[src/rtl/reg_pipe_pkg.sv]
// reg_pipe_pkg: shared sizing helper for the register pipeline
package reg_pipe_pkg;
  function automatic int cnt_w(input int depth);
    return $clog2(depth + 1);
  endfunction
endpackage

[src/rtl/reg_stage.sv]
// reg_stage: one pipeline stage holding a data word and its valid bit
module reg_stage #(
  parameter int WIDTH = 8,
  parameter logic [WIDTH-1:0] RST_VAL = '0
) (
  input  logic             clk,
  input  logic             rst,
  input  logic             en,
  input  logic             flush,
  input  logic             d_v,
  input  logic [WIDTH-1:0] d,
  output logic             q_v,
  output logic [WIDTH-1:0] q
);
  always_ff @(posedge clk) begin
    if (!rst || flush) begin
      q_v <= 1'b0;
      q   <= RST_VAL;
    end else if (en) begin
      q_v <= d_v;
      q   <= d;
    end
  end
endmodule

[src/rtl/reg_pipe.sv]
// reg_pipe: DEPTH-stage valid-tagged register pipeline with stall, flush and occupancy count
module reg_pipe
  import reg_pipe_pkg::*;
#(
  parameter int WIDTH = 8,
  parameter int DEPTH = 4,
  parameter logic [WIDTH-1:0] RST_VAL = '0
) (
  input  logic                      clk,
  input  logic                      rst,
  input  logic                      en,
  input  logic                      flush,
  input  logic                      in_valid,
  input  logic [WIDTH-1:0]          in_data,
  output logic                      out_valid,
  output logic [WIDTH-1:0]          out_data,
  output logic [DEPTH*WIDTH-1:0]    tap_data,
  output logic [DEPTH-1:0]          tap_valid,
  output logic [cnt_w(DEPTH)-1:0]   valid_cnt
);
  localparam int CW = cnt_w(DEPTH);
  // chain index 0 is the pipe input, index i+1 is the output of stage i
  logic [DEPTH:0]   cv;
  logic [WIDTH-1:0] cd [DEPTH+1];
  logic [CW-1:0]    cnt_d, cnt_q;
  assign cv[0] = in_valid;
  assign cd[0] = in_data;
  for (genvar i = 0; i < DEPTH; i++) begin : g_st
    reg_stage #(.WIDTH(WIDTH), .RST_VAL(RST_VAL)) u_st (
      .clk   (clk),
      .rst   (rst),
      .en    (en),
      .flush (flush),
      .d_v   (cv[i]),
      .d     (cd[i]),
      .q_v   (cv[i+1]),
      .q     (cd[i+1])
    );
    assign tap_data[i*WIDTH +: WIDTH] = cd[i+1];
  end
  assign tap_valid = cv[DEPTH:1];
  assign out_valid = cv[DEPTH];
  assign out_data  = cd[DEPTH];
  assign valid_cnt = cnt_q;
  always_comb cnt_d = flush ? '0 : en ? cnt_q + CW'(in_valid) - CW'(cv[DEPTH]) : cnt_q;
  always_ff @(posedge clk) begin
    if (!rst) cnt_q <= '0;
    else      cnt_q <= cnt_d;
  end
`ifndef SYNTHESIS
  always @(posedge clk) begin
    if (rst) begin
      assert ($countones(tap_valid) == int'(cnt_q));
      assert (int'(cnt_q) <= DEPTH);
    end
  end
`endif
endmodule

[config.mk]
export PLATFORM = sky130hd
export DESIGN_NAME = reg_pipe
export DESIGN_NICKNAME = d
export VERILOG_FILES = /design/src/rtl/reg_pipe_pkg.sv /design/src/rtl/reg_stage.sv /design/src/rtl/reg_pipe.sv
export SDC_FILE = /design/constraint.sdc
export NUM_CORES = 1
export LEC_CHECK = 0
export ABC_AREA = 1
export BUFFER_PORTS_ARGS = -buffer_cell sky130_fd_sc_hd__buf_2
export CAP_MARGIN = 20
export CORE_MARGIN = 1
export CORE_UTILIZATION = 30
export CTS_CLUSTER_SIZE = 25
export DETAILED_ROUTE_END_ITERATION = 8
export GPL_TIMING_DRIVEN = 0
export MAX_ROUTING_LAYER = met4
export PLACE_DENSITY = 0.61
export SYNTH_ARGS = -nofsm -noshare
export SYNTH_HDL_FRONTEND = slang
export SYNTH_SLANG_ARGS = --single-unit
[constraint.sdc]
create_clock -name clk -period 3.5 [get_ports clk]
set_input_delay 0.35 -clock clk [delete_from_list [all_inputs] [get_ports clk]]
set_output_delay 0.35 -clock clk [all_outputs]
set_load 0.02 [all_outputs]
==> metrics.txt <==
run status=completed; Rows=25; Ports=61; ant diodes=0; # resized after CTS=0; average cell area after synthesis=7.988 sq um; Routed WL=3.750 mm; top cells by area, synth=dfxtp_1, nor2_1, o21ai_0; Reg clk slew, reported paths=0.07 ns; H-Tree Depth=2; RSZ-0062 raised after global routing=false; Filler Cell Count=522; ANT nets after route=0; worst endpoint required time=3.73 ns; period utilization=around half; Post-Route Setup TNS=0 ns; Register Area=780.7 sq um; endpoints failing setup=0; final hold violations=0; crit path capture type=flop; post-synthesis sequential area ratio=between 50% and 60%; RR Endpoint=valid_cnt[2]; Hold Crit Start=in_data[7]; post-placement cell area=0.001942 sq mm; Tightest Pin Transition=0.2310 ns; Final Cell Area=just over 0.002 sq mm; core area=0.004848 sq mm; yosys warns=0; clk_skew=0.004756 ns; share of Yosys cell area claimed by the top area cell type=about half; area grow syn2layout=29.88%; Initial DRC Count=35; RePlAce Congestion=0.7123; Final Critical Period=1.730 ns; crit path max fanout=3; critical path startpoint category=flop; worst hold path class=in2reg; post-detail-place hpwl=2.636 mm; area of the multi-input gates=~570 sq um; peak supply drop=0.2435 mV; Yosys cell types=17; Leakage=0.001051 uW; FF-to-FF Start=valid_cnt[0]; share of layout cells above drive strength 1=a little over a third; Worst slew margin=84.58%; CTS Hold Bufs=0; Die W=74.06 microns; Critical Path AT=1.96 ns; Die ar.=0.005485 sq mm; initial antenna violation count=0; vias per inst=4.355; DR DRC count=0; max-slew violations=0; nets=278; TritonCTS Sinks=39; vias in the first global route=between 1000 and 1500; WHS Endpoint=g_st[0].u_st.q[7]; die outline height=74.06 microns; cell accounting for the most synthesized area=dfxtp_1; GRT Resource Usage Total=between 15 and 20%; CTS buffer count=5; Post-CTS Setup Inserts=0; Initial Util=about a third; worst skew pair latency=0.29 ns; fin util=41.73%; Setup Crit Path Kind=reg2reg; root buffer cell=clkbuf_8; vias=1437; post-synthesis net count=211; reg-to-reg slack, setup=1.77 ns; Hold Crit Depth=3; Port Buf Inserts=60; largest net degree at the start of global routing=12; Yosys reg bits=39; cells after synthesis=195; Wirelength per Cell=11.36 microns; total gr overflow=0; PwrDens=438.1 mW/mm^2; first-pass GRT wire length=6.072 mm; Worst R2R Path Depth=11; Highest Clock Rate=578.0 MHz; CTS tree=done; drt first pass iters=4; CTS max path bufs=2; mapped cell area=0.001558 sq mm; Max-cap violations=0
[synthesized netlist by cell type (all sizes together)]
cell type  count
fa             1
a21oi          2
inv            7
dfxtp         39
nor2          77
nand2          4
ha             2
buf           23
nand4          1
clkbuf         1
o21ai         38
[how the worst max path moves through the flow]
stage / startpoint / endpoint / slack, ns / depth (start not counted)
after floorplan: valid_cnt[0] / valid_cnt[2] / 1.72 / 11
after global placement: g_st[3].u_st.q_v / valid_cnt[2] / 1.83 / 10
after detailed placement: valid_cnt[0] / valid_cnt[2] / 1.79 / 11
after CTS: valid_cnt[0] / valid_cnt[2] / 1.74 / 11
after global routing: valid_cnt[0] / valid_cnt[2] / 1.64 / 10
final: valid_cnt[0] / valid_cnt[2] / 1.77 / 11
[through the flow]
step,setup slack (ns),instances,hold slack (ns),power [uW]
2_1_floorplan,1.720,195,0.4736,564.9
3_3_place_gp,1.835,322,0.4809,605.3
3_5_place_dp,1.794,322,0.4878,607.0
4_1_cts,1.744,330,0.2768,896.3
5_1_grt,1.644,330,0.2984,928.9
6_report,1.770,330,0.2828,886.4
[where the power goes]
part	total, uW	internal, uW	switching (uW)
Clock	290	140	150
Combinational	123	48.1	75.3
Sequential	473	460	12.8
[sequential cells by signal, indices dropped and copies added (netlist names)]
name,cells
g_st.u_st.q_v,4
valid_cnt,3
g_st.u_st.q,32
[cell type report]
class | count | area share [%]
Multi-Input combinational cell | 125 | 28.01
Clock inverter | 1 | 0.2474
Inverter | 7 | 1.299
Buffer | 24 | 9.091
Timing Repair Buffer | 60 | 14.84
Tap cell | 67 | 4.143
Clock buffer | 7 | 3.772
Sequential cell | 39 | 38.59
[logic make-up after synthesis]
group	Yosys count	synth area share, %
simple gates	82	20.40
compound gates	40	13.09
flops	39	50.12
buf+inv	31	13.49
fa+ha+maj	3	2.891
[layout by cell type, fill, tap and decap left out]
cell type / count
a21oi_1: 1
a21oi_2: 1
buf_2: 65
buf_4: 13
buf_6: 5
clkbuf_1: 2
clkbuf_2: 1
clkbuf_8: 5
clkinv_2: 1
dfxtp_1: 39
fa_1: 1
ha_1: 2
inv_1: 6
inv_2: 1
nand2_1: 4
nand4_1: 1
nor2_1: 76
nor2_4: 1
o21ai_0: 21
o21ai_1: 17
[metal layers]
layer  GRT usage, %  part of all wire (%)  up-vias
li1               -                     -      739
met1          19.48                    49      651
met2          23.64                    44       43
met3          4.336                   5.9        4
met4          4.487                  0.80        0
met5              -                     0        -
[critical path, stage by stage, from the launching register on]
cell     delay, ns
dfxtp_1       0.34
inv_1         0.07
ha_1          0.26
inv_1         0.06
ha_1          0.14
inv_1         0.05
fa_1          0.40
nand2_1       0.10
nand2_1       0.05
nor2_1        0.08
nor2_1        0.04
nor2_1        0.09
Power figures use the tool's default switching activity.
